### config.mk
export PLATFORM = sky130hd
export DESIGN_NAME = alu_arb_flat
export DESIGN_NICKNAME = d
export VERILOG_FILES = /design/src/rtl/alu_arb_pkg.sv /design/src/rtl/alu_arb_if.sv /design/src/rtl/alu_arb_grant.sv /design/src/rtl/alu_arb.sv /design/src/flat_wrapper.sv
export SDC_FILE = /design/constraint.sdc
export NUM_CORES = 1
export LEC_CHECK = 0
export BUFFER_PORTS_ARGS = -buffer_cell sky130_fd_sc_hd__buf_2
export CORE_ASPECT_RATIO = 0.7
export CORE_MARGIN = 5
export CORE_UTILIZATION = 30
export CTS_CLUSTER_SIZE = 16
export DETAILED_ROUTE_END_ITERATION = 7
export HOLD_SLACK_MARGIN = 0.05
export PLACE_DENSITY = 0.56
export SYNTH_ARGS = -nofsm -noshare
export SYNTH_HDL_FRONTEND = slang
export SYNTH_SLANG_ARGS = --single-unit
### constraint.sdc
create_clock -name clk -period 1.7 [get_ports clk]
set_input_delay 0.255 -clock clk [delete_from_list [all_inputs] [get_ports clk]]
set_output_delay 0.255 -clock clk [all_outputs]
set_load 0.01 [all_outputs]
### src/rtl/alu_arb_pkg.sv
// alu_arb_pkg -- shared constants for the two-requester ALU arbiter.
//   DW_DEF / CW_DEF : default operand and control-code widths
//   ST_*            : FSM state encoding (IDLE, EXEC, RESP)
//   ALU_*           : control codes understood by the shared ALU
package alu_arb_pkg;

   localparam int DW_DEF = 32;
   localparam int CW_DEF = 4;

   localparam logic [1:0] ST_IDLE = 2'b00;
   localparam logic [1:0] ST_EXEC = 2'b01;
   localparam logic [1:0] ST_RESP = 2'b10;

   localparam logic [3:0] ALU_AND  = 4'b0000;
   localparam logic [3:0] ALU_OR   = 4'b0001;
   localparam logic [3:0] ALU_ADD  = 4'b0010;
   localparam logic [3:0] ALU_SUB  = 4'b0110;
   localparam logic [3:0] ALU_SLT  = 4'b0111;
   localparam logic [3:0] ALU_NOR  = 4'b1100;
   localparam logic [3:0] ALU_LUI  = 4'b0101;
   localparam logic [3:0] ALU_BGEZ = 4'b1111;
   localparam logic [3:0] ALU_BNE  = 4'b1010;

endpackage

### src/rtl/alu_arb_if.sv
// alu_arb_if -- bundle of every non-clock signal of alu_arb.
//   req0_* / req1_* : operation requests (valid, operands, control) and ready
//   rsp_*           : registered result handshake (valid/ready, id, data, flags)
//   alu_*           : operands/code to the shared ALU and its combinational result
// Modports:
//   slave  : the arbiter's view
//   master : the environment's view (requesters, consumer and shared ALU)
interface alu_arb_if
   import alu_arb_pkg::*;
#(
   parameter int DW = DW_DEF,
   parameter int CW = CW_DEF
) ();

   logic          req0_valid;
   logic [DW-1:0] req0_a;
   logic [DW-1:0] req0_b;
   logic [CW-1:0] req0_ctrl;
   logic          req0_ready;

   logic          req1_valid;
   logic [DW-1:0] req1_a;
   logic [DW-1:0] req1_b;
   logic [CW-1:0] req1_ctrl;
   logic          req1_ready;

   logic          rsp_valid;
   logic          rsp_ready;
   logic          rsp_id;
   logic [DW-1:0] rsp_data;
   logic          rsp_overflow;
   logic          rsp_zero;

   logic [DW-1:0] alu_a;
   logic [DW-1:0] alu_b;
   logic [CW-1:0] alu_control;
   logic [DW-1:0] alu_rd;
   logic          alu_overflow;
   logic          alu_zero;

   modport slave (
      input  req0_valid, req0_a, req0_b, req0_ctrl,
      input  req1_valid, req1_a, req1_b, req1_ctrl,
      input  rsp_ready,
      input  alu_rd, alu_overflow, alu_zero,
      output req0_ready, req1_ready,
      output rsp_valid, rsp_id, rsp_data, rsp_overflow, rsp_zero,
      output alu_a, alu_b, alu_control
   );

   modport master (
      output req0_valid, req0_a, req0_b, req0_ctrl,
      output req1_valid, req1_a, req1_b, req1_ctrl,
      output rsp_ready,
      output alu_rd, alu_overflow, alu_zero,
      input  req0_ready, req1_ready,
      input  rsp_valid, rsp_id, rsp_data, rsp_overflow, rsp_zero,
      input  alu_a, alu_b, alu_control
   );

endinterface

### src/rtl/alu_arb_grant.sv
// alu_arb_grant -- combinational two-way grant selection.
//   valid0, valid1 : requester n has an operation pending
//   ptr            : id of the requester granted last
//   gnt            : one-hot grant vector (bit n = requester n), 0 when idle
//   gnt_id         : index of the granted requester
// A lone requester always wins. On a conflict the requester that was not
// granted last wins; holding ptr at 1 turns this into fixed req0 priority.
module alu_arb_grant (
   input  logic       valid0,
   input  logic       valid1,
   input  logic       ptr,
   output logic [1:0] gnt,
   output logic       gnt_id
);

   always_comb begin
      gnt    = 2'b00;
      gnt_id = 1'b0;
      if (valid0 && valid1) begin
         gnt_id = ~ptr;
      end else if (valid1) begin
         gnt_id = 1'b1;
      end
      if (valid0 || valid1) begin
         gnt = gnt_id ? 2'b10 : 2'b01;
      end
   end

endmodule

### src/rtl/alu_arb.sv
// alu_arb -- shares one combinational ALU between two requesters.
// Ports:
//   clk   : system clock, all state updates on the rising edge
//   reset : synchronous active-high reset
//   bus   : alu_arb_if.slave (requests, response handshake, shared-ALU link)
// Flow: IDLE grants one requester and latches its operands, EXEC gives the
// external ALU one cycle and captures its result, RESP holds the result until
// the consumer takes it. One operation takes at least three cycles.
// Configuration:
//   ALU_ARB_RR_EN defined   -> round-robin on conflicts via a last-grant pointer
//   ALU_ARB_RR_EN undefined -> fixed priority, req0 wins conflicts
module alu_arb
   import alu_arb_pkg::*;
#(
   parameter int DW = DW_DEF,
   parameter int CW = CW_DEF
) (
   input  logic     clk,
   input  logic     reset,
   alu_arb_if.slave bus
);

   logic [1:0]    state_q, state_d;
   logic [DW-1:0] a_q, a_d;
   logic [DW-1:0] b_q, b_d;
   logic [CW-1:0] ctrl_q, ctrl_d;
   logic          id_q, id_d;
   logic [DW-1:0] rsp_data_q, rsp_data_d;
   logic          rsp_ovf_q, rsp_ovf_d;
   logic          rsp_zero_q, rsp_zero_d;

   logic [1:0]    gnt;
   logic          gnt_id;
   logic          ptr;
   logic          accept;

   alu_arb_grant u_grant (
      .valid0 (bus.req0_valid),
      .valid1 (bus.req1_valid),
      .ptr    (ptr),
      .gnt    (gnt),
      .gnt_id (gnt_id)
   );

   // Grants only take effect while idle; the selector itself is free-running.
   assign accept = (state_q == ST_IDLE) && (gnt != 2'b00);

`ifdef ALU_ARB_RR_EN
   logic ptr_q, ptr_d;

   always_comb begin
      ptr_d = ptr_q;
      if (accept) begin
         ptr_d = gnt_id;
      end
   end

   // Reset value 1 sends the first conflict after reset to req0.
   always_ff @(posedge clk) begin
      if (reset) begin
         ptr_q <= 1'b1;
      end else begin
         ptr_q <= ptr_d;
      end
   end

   assign ptr = ptr_q;
`else
   // "req1 granted last" forever, so req0 wins every conflict.
   assign ptr = 1'b1;
`endif

   always_comb begin
      state_d    = state_q;
      a_d        = a_q;
      b_d        = b_q;
      ctrl_d     = ctrl_q;
      id_d       = id_q;
      rsp_data_d = rsp_data_q;
      rsp_ovf_d  = rsp_ovf_q;
      rsp_zero_d = rsp_zero_q;
      case (state_q)
         ST_IDLE: begin
            if (accept) begin
               state_d = ST_EXEC;
               id_d    = gnt_id;
               a_d     = gnt_id ? bus.req1_a    : bus.req0_a;
               b_d     = gnt_id ? bus.req1_b    : bus.req0_b;
               ctrl_d  = gnt_id ? bus.req1_ctrl : bus.req0_ctrl;
            end
         end
         ST_EXEC: begin
            state_d    = ST_RESP;
            rsp_data_d = bus.alu_rd;
            rsp_ovf_d  = bus.alu_overflow;
            rsp_zero_d = bus.alu_zero;
         end
         ST_RESP: begin
            if (bus.rsp_ready) begin
               state_d = ST_IDLE;
            end
         end
         default: begin
            state_d = ST_IDLE;
         end
      endcase
   end

   always_ff @(posedge clk) begin
      if (reset) begin
         state_q    <= ST_IDLE;
         a_q        <= '0;
         b_q        <= '0;
         ctrl_q     <= '0;
         id_q       <= 1'b0;
         rsp_data_q <= '0;
         rsp_ovf_q  <= 1'b0;
         rsp_zero_q <= 1'b0;
      end else begin
         state_q    <= state_d;
         a_q        <= a_d;
         b_q        <= b_d;
         ctrl_q     <= ctrl_d;
         id_q       <= id_d;
         rsp_data_q <= rsp_data_d;
         rsp_ovf_q  <= rsp_ovf_d;
         rsp_zero_q <= rsp_zero_d;
      end
   end

   assign bus.req0_ready   = accept && gnt[0];
   assign bus.req1_ready   = accept && gnt[1];

   // id_q only changes on a grant, so it is stable for the whole of RESP.
   assign bus.rsp_valid    = (state_q == ST_RESP);
   assign bus.rsp_id       = id_q;
   assign bus.rsp_data     = rsp_data_q;
   assign bus.rsp_overflow = rsp_ovf_q;
   assign bus.rsp_zero     = rsp_zero_q;

   assign bus.alu_a        = a_q;
   assign bus.alu_b        = b_q;
   assign bus.alu_control  = ctrl_q;

endmodule

### src/flat_wrapper.sv
// flat-port wrapper written by rule: the top's interface ports become plain ports
module alu_arb_flat import alu_arb_pkg::*;
#(
   parameter int DW = DW_DEF,
   parameter int CW = CW_DEF
)
  (clk, reset, bus_req0_valid, bus_req0_a, bus_req0_b, bus_req0_ctrl, bus_req1_valid, bus_req1_a, bus_req1_b, bus_req1_ctrl, bus_rsp_ready, bus_alu_rd, bus_alu_overflow, bus_alu_zero, bus_req0_ready, bus_req1_ready, bus_rsp_valid, bus_rsp_id, bus_rsp_data, bus_rsp_overflow, bus_rsp_zero, bus_alu_a, bus_alu_b, bus_alu_control);
  alu_arb_if #(.DW(DW), .CW(CW)) bus_i ();
  input  logic clk;
  input  logic reset;
  input wire logic [$bits(bus_i.req0_valid)-1:0] bus_req0_valid;
  input wire logic [$bits(bus_i.req0_a)-1:0] bus_req0_a;
  input wire logic [$bits(bus_i.req0_b)-1:0] bus_req0_b;
  input wire logic [$bits(bus_i.req0_ctrl)-1:0] bus_req0_ctrl;
  input wire logic [$bits(bus_i.req1_valid)-1:0] bus_req1_valid;
  input wire logic [$bits(bus_i.req1_a)-1:0] bus_req1_a;
  input wire logic [$bits(bus_i.req1_b)-1:0] bus_req1_b;
  input wire logic [$bits(bus_i.req1_ctrl)-1:0] bus_req1_ctrl;
  input wire logic [$bits(bus_i.rsp_ready)-1:0] bus_rsp_ready;
  input wire logic [$bits(bus_i.alu_rd)-1:0] bus_alu_rd;
  input wire logic [$bits(bus_i.alu_overflow)-1:0] bus_alu_overflow;
  input wire logic [$bits(bus_i.alu_zero)-1:0] bus_alu_zero;
  output wire logic [$bits(bus_i.req0_ready)-1:0] bus_req0_ready;
  output wire logic [$bits(bus_i.req1_ready)-1:0] bus_req1_ready;
  output wire logic [$bits(bus_i.rsp_valid)-1:0] bus_rsp_valid;
  output wire logic [$bits(bus_i.rsp_id)-1:0] bus_rsp_id;
  output wire logic [$bits(bus_i.rsp_data)-1:0] bus_rsp_data;
  output wire logic [$bits(bus_i.rsp_overflow)-1:0] bus_rsp_overflow;
  output wire logic [$bits(bus_i.rsp_zero)-1:0] bus_rsp_zero;
  output wire logic [$bits(bus_i.alu_a)-1:0] bus_alu_a;
  output wire logic [$bits(bus_i.alu_b)-1:0] bus_alu_b;
  output wire logic [$bits(bus_i.alu_control)-1:0] bus_alu_control;
  assign bus_i.req0_valid = bus_req0_valid;
  assign bus_i.req0_a = bus_req0_a;
  assign bus_i.req0_b = bus_req0_b;
  assign bus_i.req0_ctrl = bus_req0_ctrl;
  assign bus_i.req1_valid = bus_req1_valid;
  assign bus_i.req1_a = bus_req1_a;
  assign bus_i.req1_b = bus_req1_b;
  assign bus_i.req1_ctrl = bus_req1_ctrl;
  assign bus_i.rsp_ready = bus_rsp_ready;
  assign bus_i.alu_rd = bus_alu_rd;
  assign bus_i.alu_overflow = bus_alu_overflow;
  assign bus_i.alu_zero = bus_alu_zero;
  assign bus_req0_ready = bus_i.req0_ready;
  assign bus_req1_ready = bus_i.req1_ready;
  assign bus_rsp_valid = bus_i.rsp_valid;
  assign bus_rsp_id = bus_i.rsp_id;
  assign bus_rsp_data = bus_i.rsp_data;
  assign bus_rsp_overflow = bus_i.rsp_overflow;
  assign bus_rsp_zero = bus_i.rsp_zero;
  assign bus_alu_a = bus_i.alu_a;
  assign bus_alu_b = bus_i.alu_b;
  assign bus_alu_control = bus_i.alu_control;
  alu_arb #(.DW(DW), .CW(CW)) u_core (.clk(clk), .reset(reset), .bus(bus_i));
endmodule
After elaboration in Yosys (flattened, before gate mapping)
Cells that the tools add are included.
- register bits: 105
- output and inout port bits: 106
- equal/unequal tests: 4
- mux-type cells: 10
- reduce and logical (&&, ||, !) cells: 9
- operators with widths (operator ; count):
    $mux W32 ; 2
    $mux W2 ; 4
    $pmux W2 S3 ; 1
    $logic_and A1 B1 Y1 ; 4
    $mux W4 ; 1
    $reduce_and A2 Y1 ; 2
    $eq A2 B1 Y1 const B ; 1
    $eq A2 B2 Y1 const B ; 1
    $logic_not A2 Y1 ; 1
    $mux W1 ; 2
    $ne A2 B1 Y1 const B ; 1
    $ne A2 B2 Y1 const B ; 1
    $reduce_bool A2 Y1 ; 1
    $logic_or A1 B1 Y1 ; 1

Longest topological paths before layout
- word-level depth: 8
- gate-level depth with buffers: 5
- depth with buffers taken out: 3

Modules after synthesis
A second synthesis with hierarchy kept.
- cell total of the unflattened synthesis: 481
- area, all modules: 4460.5 sq um
- modules (own cells, without submodules) (module ; times used ; cells an instance ; area each (sq um) ; seq. area each (sq um)):
    alu_arb ; 1 ; 477 ; 4434.3 ; 2102.0
    alu_arb_grant ; 1 ; 4 ; 26.3 ; 0.0

Least setup slack after synthesis
No wires, ideal clock.
- path kind: register to output
- start: register u_core.state_q[1]
- end: output port bus_req1_ready
- arrival time: 1.023 ns
- slack: 0.422 ns
- cell stages (with the launch flop): 4
- path buffers: 1
- path through: dfxtp_1 -> nor2_4 -> clkbuf_1 -> and3_1
- word-level cells in the longest chain between the ends: 3
- RTL lines (what ; line ; RTL):
    start, declared ; alu_arb.sv:23 ; logic [1:0] state_q, state_d;
    start signal, assigned ; alu_arb.sv:120 ; state_q <= state_d;
    $logic_not A2 Y1 ; alu_arb.sv:46 ; assign accept = (state_q == ST_IDLE) && (gnt != 2'b00);
    $logic_and A1 B1 Y1 ; alu_arb.sv:46 ;
    $logic_and A1 B1 Y1 ; alu_arb.sv:132 ; assign bus.req1_ready = accept && gnt[1];
    end, declared ; flat_wrapper.sv:24 ; output wire logic [$bits(bus_i.req1_ready)-1:0] bus_req1_ready;
Every way passes these cells.

Worst setup path after layout
Same ends and word-level chain as after synthesis.

==> results.py <==
metrics = {
    "grt": {
        "grt_pass1_vias": 4658,
        "grt_max_degree": 64,
        "grt_pass1_wl_um": 25300,
        "grt.overflow.total": 0,
        "antenna_found_initial": 0,
        "gr-usage-all-layers_pct": 16.8,
    },
    "hold_path": {
        "worstHoldPathType": "input pin to flip-flop",
    },
    "placement": {
        "io_buffers": 280,
        "hpwl_um": 11600,
        "globalplace.congestion": 0.736,
    },
    "timing": {
        "tns_ps": 0,
        "period_share_pct": 87.4,
        "fmax_mhz": 673,
        "setup_viol": 0,
        "skew_ps": 11.5,
        "fin_crit_ps": 1490,
        "hold_slack_ps": 134,
        "rsz0062_at_grt": "false",
        "hold_violations": 0,
        "maxSlewHeadroom_pct": 69.7,
        "final-max-slew-violation-count": 0,
        "worst_pin_slew_ps": 455,
    },
    "critical_path": {
        "end_kind": "output pin",
        "crit_family": "simple AND/OR/NAND/NOR gates",
        "crit_type": "flip-flop to output pin",
        "crit_required_ps": 1440,
        "arrival_ps": 1230,
        "crit_buf_inv": 1,
        "cp_max_fo": 5,
        "startpoint_type": "flip-flop",
        "max_stage_delay_ps": 370,
        "crit_slowest_cell": "dfxtp_1",
        "cp_cell_sequence": "nor2_4, and3_1, buf_2",
    },
    "cts": {
        "cts_htree_levels": 3,
        "cts_max_path_buffers": 2,
        "cts_setup_buffers": 0,
        "cts_resized": 0,
        "root_buffer": "clkbuf_16",
        "tritoncts": "done",
        "clk_pin_slew_ps": 80,
        "clk_latency_ps": 350,
        "cts_made_buffers": 9,
        "hold_buffers": 0,
        "clock_sinks": 105,
    },
    "route": {
        "num_vias": 4741,
        "drt-pass1-iter-count": 4,
        "wl_per_cell_um": 16.0,
        "drc": 0,
        "totalWireLength_um": 16000,
        "vias_per_cell": 4.74,
        "ant_nets": 0,
        "first_iter_violations": 313,
    },
    "synth": {
        "yosysUniqueCellTypes": 23,
        "synthTopCellsByCount": "dfxtp_1, inv_1, nand2_1",
        "synth-edff-count": 0,
        "netlist.area_leader.share_pct": 45.1,
        "synthFlopType": "dfxtp_1",
        "post_synth.cell_area_avg_um2": 8.59,
        "synth_area_um2": 4660,
        "syn-num-nets": 717,
        "synth_seq_cells": 105,
        "synth_most_common_cell": "dfxtp_1",
        "yosysTopAreaCell": "dfxtp_1",
        "synthArstFlopShare_pct": 0,
        "yosys_warnings": 0,
        "syn_inst": 542,
        "synthTopCellsByArea": "dfxtp_1, a221oi_1, or3b_1",
        "seq_area_frac_synth_pct": 45.1,
    },
    "floorplanning": {
        "initial_core_util_pct": 30.3,
        "die_y_um": 114,
        "rows": 38,
        "io_pins": 281,
        "die-area_um2": 18100,
        "die_w_um": 159,
        "core_area_um2": 15400,
    },
    "power": {
        "p_leak_nw": 3.09,
        "ir_drop_mv": 0.565,
        "p_per_area_nw_per_um2": 997,
    },
    "finish": {
        "nets": 970,
        "area_growth_pct": 43.0,
        "utilization_pct": 43.4,
        "n_fill_cell": 1546,
        "drive_gt1_share_pct": 43.6,
    },
    "run": {
        "drv_cap": 0,
    },
    "status": {
        "status": "complete, no violations",
    },
}
[power by group]
part           internal, mW  total, mW  switching (mW)
Sequential             2.71       2.84           0.123
Clock                  1.32       2.33            1.01
Combinational         0.652       1.47           0.817
Total                  4.69       6.64            1.95
[cells by family (layout without fill, tap and decap cells)]
kind of cell    count (synthesis)  in the layout  synth area share (%)
compound gates                173            173                  25.7
buf+inv                       124            382                  10.7
flops                         105            105                  45.1
simple gates                  140            140                  18.5
other cells                     0              1                     0
[final cells by class]
| type | instances | area (um2) | share of cell area, % |
|---|---|---|---|
| multi-input combinational | 313 | 2070 | 31.0 |
| clock buffer | 9 | 225 | 3.38 |
| tap | 200 | 250 | 3.76 |
| clock inverter | 7 | 109 | 1.64 |
| inverter | 69 | 259 | 3.89 |
| timing repair buffer | 297 | 1640 | 24.7 |
| sequential | 105 | 2100 | 31.6 |
| antenna | 1 | 2.50 | 0.0376 |
[tightest hold or removal path: stages]
cell and delay, ps:
buf_2 100, nand2_1 40, a21oi_1 50
[final timing paths]
kind,startpoint,endpoint,slack [ps],depth (start not counted)
worst max-delay path,u_core.state_q[1],bus_req1_ready,210,3
worst min-delay path,bus_alu_rd[30],u_core.bus.rsp_data[30],130,3
worst max register to register,u_core.state_q[1],u_core.bus.alu_a[18],370,4
worst min register to register,u_core.bus.rsp_data[21],u_core.bus.rsp_data[21],450,2
[cell usage in the layout (no fill, tap or decap), drive strengths merged]
cell and instances:
nand2b 3, o21ai 63, nor3 2, bufinv 2
nand2 68, a21oi 36, or3b 62, nor2b 2
clkbuf 9, and3 1, inv 72, o22ai 6
nor2 2, dfxtp 105, a221oi 68, clkinv 2
buf 297, diode 1
[registers in the layout, summed over array words and instances (netlist names)]
signal                   flops
u_core.bus.alu_a            32
u_core.bus.alu_b            32
u_core.bus.rsp_overflow      1
u_core.bus.rsp_zero          1
u_core.bus.alu_control       4
u_core.bus.rsp_data         32
u_core.bus.rsp_id            1
u_core.state_q               2
[layer usage]
metal	vias up	global-route usage, %	wire length, um
li1	2420	-	-
met1	2135	22.4	7160
met2	175	27.2	7350
met3	11	5.15	1310
met4	0	3.58	161
met5	-	0	0
[per-stage QoR]
step | total power, mW | cell area, um2 | std cells | worst slack, ps
floorplan | 3.68 | 4660 | 542 | 422
global placement | 4.39 | 6320 | 984 | 206
detailed placement | 4.39 | 6320 | 984 | 92.8
CTS | 6.75 | 6660 | 1000 | 174
global route | 7.01 | 6660 | 1000 | 121
finish | 6.64 | 6660 | 1001 | 214
No activity file was read; power rests on OpenSTA's default activity.
